==> src/rtl/sg_sched_pkg.sv <==
// Shared types and helpers for the scatter-gather request scheduler.
// Used by sg_req_scheduler and sg_req_len_calc.
package sg_sched_pkg;

    typedef enum logic [2:0] {
        ST_IDLE,
        ST_WAIT_SG,
        ST_CALC,
        ST_ISSUE,
        ST_FIN
    } state_t;

    // Words in one 4 KB page (dword granularity)
    localparam logic [31:0] C_4KB_WORDS = 32'd1024;

    function automatic logic [31:0] min3(input logic [31:0] a,
                                         input logic [31:0] b,
                                         input logic [31:0] c);
        logic [31:0] m;
        m = (a < b) ? a : b;
        return (m < c) ? m : c;
    endfunction

    function automatic logic [31:0] min4(input logic [31:0] a,
                                         input logic [31:0] b,
                                         input logic [31:0] c,
                                         input logic [31:0] d);
        logic [31:0] m;
        m = min3(a, b, c);
        return (m < d) ? m : d;
    endfunction

endpackage

==> src/rtl/sg_req_len_calc.sv <==
// Combinational chunk-size computation for one request.
// Macro SG_4KB_SPLIT_EN adds the "words left in this 4 KB page" limit.
module sg_req_len_calc
    import sg_sched_pkg::*;
#(
    parameter int C_MAX_REQ_WORDS = 32,
    parameter int C_REQ_LEN_W     = $clog2(C_MAX_REQ_WORDS) + 1
) (
    input  logic [31:0]            elem_rem,
    input  logic [31:0]            xfer_rem,
`ifdef SG_4KB_SPLIT_EN
    input  logic [9:0]             page_off,
`endif
    output logic [C_REQ_LEN_W-1:0] chunk
);

    localparam logic [31:0] MAX_WORDS = 32'(C_MAX_REQ_WORDS);

    logic [31:0] chunk_wide;

`ifdef SG_4KB_SPLIT_EN
    logic [31:0] to_boundary;

    // page_off is the dword index inside the page, so this is 1..1024
    assign to_boundary = C_4KB_WORDS - {22'd0, page_off};
    assign chunk_wide  = min4(elem_rem, xfer_rem, MAX_WORDS, to_boundary);
`else
    assign chunk_wide  = min3(elem_rem, xfer_rem, MAX_WORDS);
`endif

    // chunk_wide never exceeds MAX_WORDS; the compare narrows it without dropping bits
    assign chunk = (chunk_wide >= MAX_WORDS) ? C_REQ_LEN_W'(C_MAX_REQ_WORDS)
                                             : chunk_wide[C_REQ_LEN_W-1:0];

endmodule

==> src/rtl/sg_req_scheduler.sv <==
// Splits one scatter-gather transfer into bounded read/write requests.
// Optional macro SG_4KB_SPLIT_EN keeps every request inside one 4 KB page.
module sg_req_scheduler
    import sg_sched_pkg::*;
#(
    parameter int C_MAX_REQ_WORDS = 32,
    parameter int C_REQ_LEN_W     = $clog2(C_MAX_REQ_WORDS) + 1
) (
    input  logic                   clk,
    input  logic                   rst_n,
    input  logic                   xfer_start,
    input  logic [31:0]            xfer_len,
    input  logic                   xfer_abort,
    input  logic                   sg_valid,
    input  logic                   sg_empty,
    output logic                   sg_ren,
    input  logic [63:0]            sg_addr,
    input  logic [31:0]            sg_len,
    output logic                   req,
    input  logic                   req_ack,
    output logic [63:0]            req_addr,
    output logic [C_REQ_LEN_W-1:0] req_len,
    output logic                   busy,
    output logic                   done,
    output logic [31:0]            words_req
);

    state_t                   state;
    logic [31:0]              xfer_rem;
    logic [31:0]              elem_rem;
    logic [63:0]              cur_addr;
    logic [C_REQ_LEN_W-1:0]   chunk;
    logic [31:0]              req_words;
    logic                     unused_sg_empty;

    assign unused_sg_empty = sg_empty;
    assign req_words       = 32'(req_len);

    sg_req_len_calc #(
        .C_MAX_REQ_WORDS (C_MAX_REQ_WORDS),
        .C_REQ_LEN_W     (C_REQ_LEN_W)
    ) u_len_calc (
        .elem_rem (elem_rem),
        .xfer_rem (xfer_rem),
`ifdef SG_4KB_SPLIT_EN
        .page_off (cur_addr[11:2]),
`endif
        .chunk    (chunk)
    );

    // NOTE: sg_ren must be combinational so the element is consumed in the same cycle it is seen.
    assign sg_ren = (state == ST_WAIT_SG) && sg_valid;

    // Status outputs are pure decodes of the state register, so they change only on clk.
    assign req  = (state == ST_ISSUE);
    assign busy = (state != ST_IDLE);
    assign done = (state == ST_FIN);

    // NOTE: all state updates use non-blocking assignments so every branch sees pre-edge values.
    always_ff @(posedge clk or negedge rst_n) begin
        if (!rst_n) begin
            state     <= ST_IDLE;
            xfer_rem  <= '0;
            elem_rem  <= '0;
            cur_addr  <= '0;
            req_addr  <= '0;
            req_len   <= '0;
            words_req <= '0;
        end else begin
            case (state)
                ST_IDLE: begin
                    if (xfer_start) begin
                        words_req <= '0;
                        xfer_rem  <= xfer_len;
                        state     <= (xfer_len == 32'd0) ? ST_FIN : ST_WAIT_SG;
                    end
                end

                ST_WAIT_SG: begin
                    if (sg_valid) begin
                        cur_addr <= sg_addr;
                        elem_rem <= sg_len;
                    end
                    if (xfer_abort)
                        state <= ST_IDLE;
                    else if (sg_valid && (sg_len != 32'd0))
                        state <= ST_CALC;
                end

                ST_CALC: begin
                    req_addr <= cur_addr;
                    req_len  <= chunk;
                    state    <= xfer_abort ? ST_IDLE : ST_ISSUE;
                end

                ST_ISSUE: begin
                    // An ack is accounted even when abort arrives in the same cycle
                    if (req_ack) begin
                        cur_addr  <= cur_addr + (64'(req_words) << 2);
                        elem_rem  <= elem_rem - req_words;
                        xfer_rem  <= xfer_rem - req_words;
                        words_req <= words_req + req_words;
                    end
                    if (xfer_abort)
                        state <= ST_IDLE;
                    else if (req_ack) begin
                        if (xfer_rem == req_words)
                            state <= ST_FIN;
                        else if (elem_rem == req_words)
                            state <= ST_WAIT_SG;
                        else
                            state <= ST_CALC;
                    end
                end

                ST_FIN:  state <= ST_IDLE;
                default: state <= ST_IDLE;
            endcase
        end
    end

endmodule
==> config.mk <==
export PLATFORM = sky130hd
export DESIGN_NAME = sg_req_scheduler
export DESIGN_NICKNAME = d
export VERILOG_FILES = /design/src/rtl/sg_sched_pkg.sv /design/src/rtl/sg_req_len_calc.sv /design/src/rtl/sg_req_scheduler.sv
export SDC_FILE = /design/constraint.sdc
export NUM_CORES = 1
export LEC_CHECK = 0
export CORE_MARGIN = 3
export CORE_UTILIZATION = 29
export CTS_CLUSTER_SIZE = 30
export DETAILED_ROUTE_END_ITERATION = 16
export HOLD_SLACK_MARGIN = 0.05
export SYNTH_ARGS = -nofsm -noshare
export SYNTH_HDL_FRONTEND = slang
export SYNTH_SLANG_ARGS = --single-unit
==> constraint.sdc <==
create_clock -name clk -period 3.33 [get_ports clk]
set_input_delay 0.4995 -clock clk [delete_from_list [all_inputs] [get_ports clk]]
set_output_delay 0.4995 -clock clk [all_outputs]
set_load 0.005 [all_outputs]
### Word-level counts from Yosys, hierarchy flattened

Index checks and enable logic that the tools add are counted.

| cells by class | value |
|---|---|
| add/sub/neg operators | 4 |
| magnitude comparators | 3 |
| equal/unequal tests | 11 |
| multiplexer cells | 25 |
| reduce and logical (&&, ||, !) cells | 11 |

Operator list:

| cell | number |
|---|---|
| two-way mux 32 bit | 8 |
| case mux 32 bit (2 select lines) | 3 |
| two-way mux 64 bit | 2 |
| case mux 64 bit (2 select lines) | 1 |
| adder 64 x 8 -> 64 bit | 1 |
| equality test 32 x 6 -> 1 bit | 2 |
| subtractor 32 x 6 -> 32 bit | 2 |
| adder 32 x 6 -> 32 bit | 1 |
| >= comparator 32 x 6 -> 1 bit, second input constant | 1 |
| zero test 32 bit | 1 |
| < comparator 32 bit | 1 |
| < comparator 32 x 6 -> 1 bit, second input constant | 1 |
| nonzero test 32 bit | 1 |
| two-way mux 3 bit | 7 |
| case mux 3 bit (4 select lines) | 1 |
| AND reduction 3 bit | 3 |
| equality test 3 x 2 -> 1 bit, second input constant | 2 |
| two-way mux 6 bit | 1 |
| != test 3 x 2 -> 1 bit, second input constant | 2 |
| two-way mux 2 bit | 2 |
| != test 2 bit, second input constant | 2 |
| nonzero test 2 bit | 2 |
| equality test 3 x 1 -> 1 bit, second input constant | 1 |
| equality test 3 bit, second input constant | 1 |
| 4 further kinds | 5 |

| storage, ports and cells | value |
|---|---|
| flip-flop bits (word level) | 233 |
| input port bits | 135 |
| output and inout port bits | 106 |
| word-level logic and storage cells | 61 |

### Logic depth before layout (Yosys ltp)

Gate-level depths: netlist of the first run.

| logic depth | value |
|---|---|
| word-level depth | 6 |
| mapped depth | 11 |
| depth with buffers taken out | 10 |

### Hierarchy

Synthesis of the first run repeated with hierarchy kept, for this count alone.

| second synthesis, totals | value |
|---|---|
| cell total of the unflattened synthesis | 1596 |
| area total of the unflattened synthesis | 14238.7 um^2 |

By module, submodules not included:

| module | instances | cells each | area an instance (um^2) |
|---|---|---|---|
| sg_req_scheduler | 1 | 1455 | 13223.9 |
| sg_req_len_calc | 1 | 141 | 1014.7 |

### Worst setup path before layout of the first run

No wires, ideal clock.

| timing path | value |
|---|---|
| path kind | reg-to-reg |
| start point | register req_len[1] |
| end point | register cur_addr[38] |
| library setup time | 0.144 ns |
| arrival time | 2.630 ns |
| required time | 3.186 ns |
| slack | 0.557 ns |
| stages on the path, launching flop included | 10 |
| buffers on the path | 0 |
| period minus slack after synthesis | 2.773 ns |
| cells stage by stage | dfrtp_1 -> inv_1 -> fa_1 -> nor2b_1 -> o31ai_1 -> a2111o_1 -> nand2b_1 -> nor4_1 -> mux2i_1 -> a22oi_1 |

| on the way | value |
|---|---|
| cells in the longest elaborated chain, start to end | 3 |

Ends and longest elaborated chain:

| what | RTL line | text |
|---|---|---|
| from (decl) | sg_req_scheduler.sv:22 | `output logic [C_REQ_LEN_W-1:0] req_len,` |
| from (signal assigned) | sg_req_scheduler.sv:92 | `req_len <= chunk;` |
| adder 64 x 8 -> 64 bit | sg_req_scheduler.sv:99 | `cur_addr <= cur_addr + (64'(req_words) << 2);` |
| two-way mux 64 bit | sg_req_scheduler.sv:98 | `if (req_ack) begin` |
| case mux 64 bit (2 select lines) | sg_req_scheduler.sv:70 | `case (state)` |
| to (signal assigned) | sg_req_scheduler.sv:81 | `cur_addr <= sg_addr;` |
| to (signal assigned) | sg_req_scheduler.sv:99 |  |
| to (decl) | sg_req_scheduler.sv:31 | `logic [63:0] cur_addr;` |

Every way passes these cells. The select of a mux whose other input is x is not followed.
A chain may end at the register's enable or synchronous reset.

### Worst setup path after layout of the first run

| timing path | value |
|---|---|
| start point | register cur_addr[2] |
| end point | register cur_addr[38] |

| on the way | value |
|---|---|
| cells in the longest elaborated chain, start to end | 3 |

Ends and longest elaborated chain:

| what | RTL line |
|---|---|
| adder 64 x 8 -> 64 bit | sg_req_scheduler.sv:99 |
| two-way mux 64 bit | sg_req_scheduler.sv:98 |
| case mux 64 bit (2 select lines) | sg_req_scheduler.sv:70 |

Every way passes these cells. The select of a mux whose other input is x is not followed.

==> flow_metrics.tcl, run 1 <==
set metrics [dict create \
    maxCapViolCount 0 \
    place_area_mm2 0.0172 \
    grt_pass1_vias 13100 \
    max_stage_delay_ps 600 \
    tightest_slew_ps 836 \
    io_pins 241 \
    status "finished clean" \
    clock_skew_ps 12.8 \
    ys_warn_count 0 \
    critPathBufInv 1 \
    htreeDepth 1 \
    path_delay_family "simple AND/OR/NAND/NOR gates" \
    fin_crit_sh_pct 91.9 \
    slew_headroom_pct 43.8 \
    grtUsageMet2_pct 30.1 \
    cp-end-kind "flip-flop" \
    worst_hold_slack_ps 421 \
    ir_worst_vdd_uv 381 \
    ff_latch_area_mm2 0.00583 \
    multi_input_area_mm2 0.00758 \
    finalCriticalPeriod_ps 3060 \
    crit_start "cur_addr[2]" \
    fillers 4694 \
    clk-insertion-delay-late_ps 560 \
    cp_cell_sequence "ha_1 -> inv_1 -> fa_1 -> nor2b_1 -> o31ai_1 -> a2111o_1 -> nand2b_1 -> nor4_1 -> mux2i_1 -> a22oi_1" \
    detail_route.wl_per_cell_um 20.2 \
    die_x_um 225 \
    dp_hpwl_mm 35.2 \
    tritoncts "built" \
    path_class "flip-flop to flip-flop" \
    place.gp.congestion 0.916 \
    start_kind "flip-flop" \
    ant_nets 0 \
    use_met3_pct 2.25 \
    cts_root_buffer "clkbuf_16" \
    grt_max_degree 85 \
    crit_fanout 8 \
    portBuffers 239 \
    drt_iter0_drc 1209 \
    grt_usage_pct 18.6 \
    drv_slew 0 \
    hp-class "primary input to async pin" \
    yosysTopAreaCellShare_pct 41.8 \
    dieArea_mm2 0.0508 \
    fin_cells 2402 \
    postCtsSetupBuffers 0 \
    p_per_area_mw_per_mm2 839 \
    synthArstFlopShare_pct 100 \
    finalSetupViolations 0 \
    core_area_mm2 0.0471 \
    synth_flop_cell "dfrtp_1" \
    drc_errors 0 \
    p_leak_nw 7.54 \
    routed_wl_mm 48.4 \
    cts_resized 0 \
    first_pass_iters 5 \
    synth_area_leaders "dfrtp_1 (42%), nand2_1 (6.0%), ha_1 (4.9%)" \
    drive_gt1_share_pct 10.5 \
    antenna_found_initial 3 \
    synthTopCellsByCount "dfrtp_1 (233), nand2_1 (222), nor2_1 (113)" \
    final_util_pct 38.6 \
    critPathRequiredTime_ps 3750 \
    post-place-cells 2346 \
    syn_nets 1731 \
    viasPerCell 5.50 \
    dp_slack_ps 233 \
    numCtsBuffers 28 \
    vias 13200 \
    grt_pass1_wl_mm 75.0 \
    busiest_layer "met2" \
    grt-ovfl-total 0 \
    rsz0062_at_grt "no" \
    tns_ps 0 \
    initial_utilization_pct 29.6 \
    finalHoldViolations 0 \
    die_h_um 225 \
    yosysSeqAreaShare_pct 41.8 \
    synthMostInstantiatedCell "dfrtp_1" \
    postSynthAreaPerCell_um2 9.07 \
    final_design_area_no_fill_mm2 0.0182 \
    synthCells 1537 \
    synth_seq_cells 233 \
    crit_slowest_cell "a2111o_1" \
    path_clk_slew_ps 70 \
    clk_path_buf_depth 3 \
    use_met1_pct 25.8 \
    reg2reg_from "cur_addr[2]" \
    yosysTopAreaCell "dfrtp_1" \
    arrival_ps 3480 \
    fin_ws_ps 270 \
    synth-edff-count 0 \
    cts.sinks 233 \
    fin_nets 1964 \
    synth_area_mm2 0.0139 \
    placementRows 79 \
    clock.fmax_ghz 0.327 \
    area_growth_pct 30.3 \
    power.total_mw 15.2 \
    ys_types 84 \
]
flip-flops by register name, indices dropped and copies added (netlist names):
name	flops
cur_addr	64
elem_rem	32
req_addr	64
req_len	6
state	3
words_req	32
xfer_rem	32
placed cells by master (no fill, tap or decap), types with 21 or more instances in the layout:
cell / n
nand4_1: 44
nor4_1: 32
clkdlybuf4s50_1: 238
nand2_1: 220
buf_4: 41
mux2_2: 58
nand3_1: 52
xnor2_1: 21
clkbuf_16: 29
a21oi_1: 66
o21ai_0: 70
dfrtp_1: 233
a32oi_1: 32
a21o_1: 24
and3_1: 28
ha_1: 55
inv_1: 59
nor3_1: 52
nor2_1: 111
mux2i_1: 29
what timing repair did:
item	CTS	global route
setup endpoints to repair	0	0
endpoints found under the hold margin	41	0
hold buffers	1	0
worst register-to-register path: cells and delay by family (launching register included):
family,cells,cell delay [ps]
adders and majority gates,2,570
and+or+nand+nor,3,850
muxes,1,230
buffers and inverters,1,70
AOI/OAI and AO/OA,3,840
DFF,1,370
layer usage:
| metal | vias to the layer above | routed length (um) |
|---|---|---|
| li1 | 6146 | - |
| met1 | 6469 | 21300 |
| met2 | 500 | 22600 |
| met3 | 89 | 3060 |
| met4 | 0 | 1430 |
| met5 | - | 0 |
power breakdown:
group | internal, mW | switching [mW] | total (mW) | leakage [nW]
clock network | 1.84 | 1.30 | 3.14 | 0.454
registers | 4.00 | 1.30 | 5.30 | 2.89
logic | 3.21 | 3.59 | 6.80 | 4.20
total | 9.06 | 6.19 | 15.2 | 7.54
cells by family (layout without fill, tap and decap cells):
group | count (synthesis) | count (layout) | synth area share, %
AO/OA/AOI/OAI | 343 | 343 | 17.2
XOR/XNOR | 34 | 34 | 2.14
flip-flops | 233 | 233 | 41.8
buffers and inverters | 145 | 400 | 4.13
multiplexers | 87 | 87 | 6.77
other | 0 | 3 | 0
adder cells (fa/ha/maj) | 59 | 59 | 5.51
AND/OR/NAND/NOR | 636 | 636 | 22.5
worst paths after layout:
path | endpoint | slack (ps) | cells past startpoint
setup / recovery | cur_addr[38] | 270 | 10
hold / removal | words_req[21] | 420 | 2
setup reg to reg | cur_addr[38] | 270 | 10
hold reg to reg | cur_addr[0] | 470 | 2
max in group asynchronous | elem_rem[12] | 1970 | 3
min in group clk | cur_addr[0] | 470 | 2
final cells by class:
type | count | share of cell area [%]
diodes | 3 | 0.0413
clock buffers | 39 | 4.42
clock inverters | 13 | 0.716
inverters | 61 | 1.26
multi-input cells | 1159 | 41.7
flip-flops and latches | 233 | 32.1
well taps | 607 | 4.18
repair buffers | 287 | 15.6
No activity file was read; power rests on OpenSTA's default activity.
==> run 2, diff against run 1 <==
- CTS_CLUSTER_SIZE: 30 -> 20
==> results of run 2 <==
Same layout as run 1: the final DEF is identical, and so are final timing and power.
==> run 3, diff against run 2 <==
- CTS_CLUSTER_SIZE: 20 -> 14
- TNS_END_PERCENT: default -> 5
==> run 3 against run 2 <==
  * Clock power about the same
  * Wire length about the same
  * Flip-flop and latch count unchanged
  * Total power about the same
  * Largest cell class unchanged
  * Highest routed layer unchanged
==> flow_metrics.tcl, run 3 (synthesized netlist as in run 1, its figures left out) <==
set metrics [dict create \
    grt_usage_pct 18.6 \
    drive_gt1_share_pct 10.5 \
    largestRegisters "cur_addr x64, req_addr x64" \
    drt_iter0_drc 1092 \
    hp-class "primary input to async pin" \
    finalSetupViolations 0 \
    postCtsSetupBuffers 0 \
    tritoncts "built" \
    fin_nets 1964 \
    core_area_mm2 0.0471 \
    grt_max_degree 85 \
    path_class "flip-flop to flip-flop" \
    antenna_found_initial 3 \
    final_cell_mix "clkdlybuf4s50_1 (238), dfrtp_1 (233), nand2_1 (220), nor2_1 (111), o21ai_0 (70)" \
    path_delay_family "simple AND/OR/NAND/NOR gates" \
    rsz0062_at_grt "no" \
    finalCriticalPeriod_ps 3050 \
    p_per_area_mw_per_mm2 838 \
    cts_root_buffer "clkbuf_16" \
    initial_utilization_pct 29.6 \
    vias 13100 \
    dieArea_mm2 0.0508 \
    drc_errors 0 \
    reg2reg_from "cur_addr[2]" \
    dp_hpwl_mm 35.2 \
    crit_fanout 8 \
    drv_slew 0 \
    place.gp.congestion 0.916 \
    portBuffers 239 \
    routed_wl_mm 48.4 \
    grt-ovfl-total 0 \
    max_stage_delay_ps 600 \
    clock.fmax_ghz 0.328 \
    start_kind "flip-flop" \
    maxCapViolCount 0 \
    ant_nets 0 \
    io_pins 241 \
    path_clk_slew_ps 70 \
    numCtsBuffers 28 \
    crit_start "cur_addr[2]" \
    crit_slowest_cell "a2111o_1" \
    cp-end-kind "flip-flop" \
    arrival_ps 3470 \
    detail_route.wl_per_cell_um 20.2 \
    p_leak_nw 7.54 \
    fillers 4694 \
    power.total_mw 15.2 \
    die_h_um 225 \
    critPathBufInv 1 \
    placementRows 79 \
    status "finished clean" \
    grt_pass1_vias 13100 \
    layout_commonest_cell "clkdlybuf4s50_1" \
    finalHoldViolations 0 \
    viasPerCell 5.46 \
    die_x_um 225 \
    fin_crit_sh_pct 91.7 \
    clk-insertion-delay-late_ps 560 \
    tns_ps 0 \
    clk_path_buf_depth 3 \
    cts.sinks 233 \
    first_pass_iters 5 \
    critPathRequiredTime_ps 3750 \
    dp_slack_ps 233 \
    fin_ws_ps 278 \
    grt_pass1_wl_mm 75.0 \
    slew_headroom_pct 43.3 \
    ir_worst_vdd_uv 380 \
    clock_skew_ps 12.0 \
    tightest_slew_ps 842 \
    cp_cell_sequence "ha_1 -> inv_1 -> fa_1 -> nor2b_1 -> o31ai_1 -> a2111o_1 -> nand2b_1 -> nor4_1 -> mux2i_1 -> a22oi_1" \
    htreeDepth 1 \
    area_growth_pct 30.3 \
]
## run 3: stage by stage
step | utilization, % | hold slack [ps] | instance area, um^2 | std cells
3_5_place_dp | 36.6 | 425 | 17200 | 2346
5_1_grt | 38.6 | 444 | 18200 | 2402
4_1_cts | 38.6 | 415 | 18200 | 2399
6_report | 38.6 | 423 | 18200 | 2402
2_1_floorplan | - | 204 | 13900 | 1537
3_3_place_gp | 36.6 | 424 | 17200 | 2346
## run 3: repair_timing
item,CTS,global route
endpoints found under the hold margin,41,0
setup endpoints to repair,0,0
resized for setup,0,0
hold buffers,1,0
## run 3: cell type report
type,count,area [um^2],share of cell area [%]
timing repair buffer,287,2840,15.6
antenna,3,7.51,0.0413
clock buffer,39,803,4.42
clock inverter,13,130,0.716
inverter,61,229,1.26
tap,607,759,4.18
sequential,233,5830,32.1
multi-input combinational,1159,7580,41.7
## run 3: worst paths after layout
check                                 to  slack (ps)  cells after the start
setup / recovery            cur_addr[38]         280                     10
hold / removal             words_req[21]         420                      2
setup reg to reg            cur_addr[38]         280                     10
hold reg to reg              cur_addr[0]         470                      2
max in group asynchronous   elem_rem[12]        1970                      3
min in group clk             cur_addr[0]         470                      2
## run 3: layer usage
metal	share of wire [%]	track usage, %
met5	0	0
met4	2.7	6.64
met3	6.2	2.25
met2	47	30.1
met1	44	25.8
## run 3: power breakdown
group	switching [mW]	internal, mW	total [mW]
Sequential	1.30	4.00	5.30
Clock	1.30	1.84	3.14
Combinational	3.58	3.21	6.79
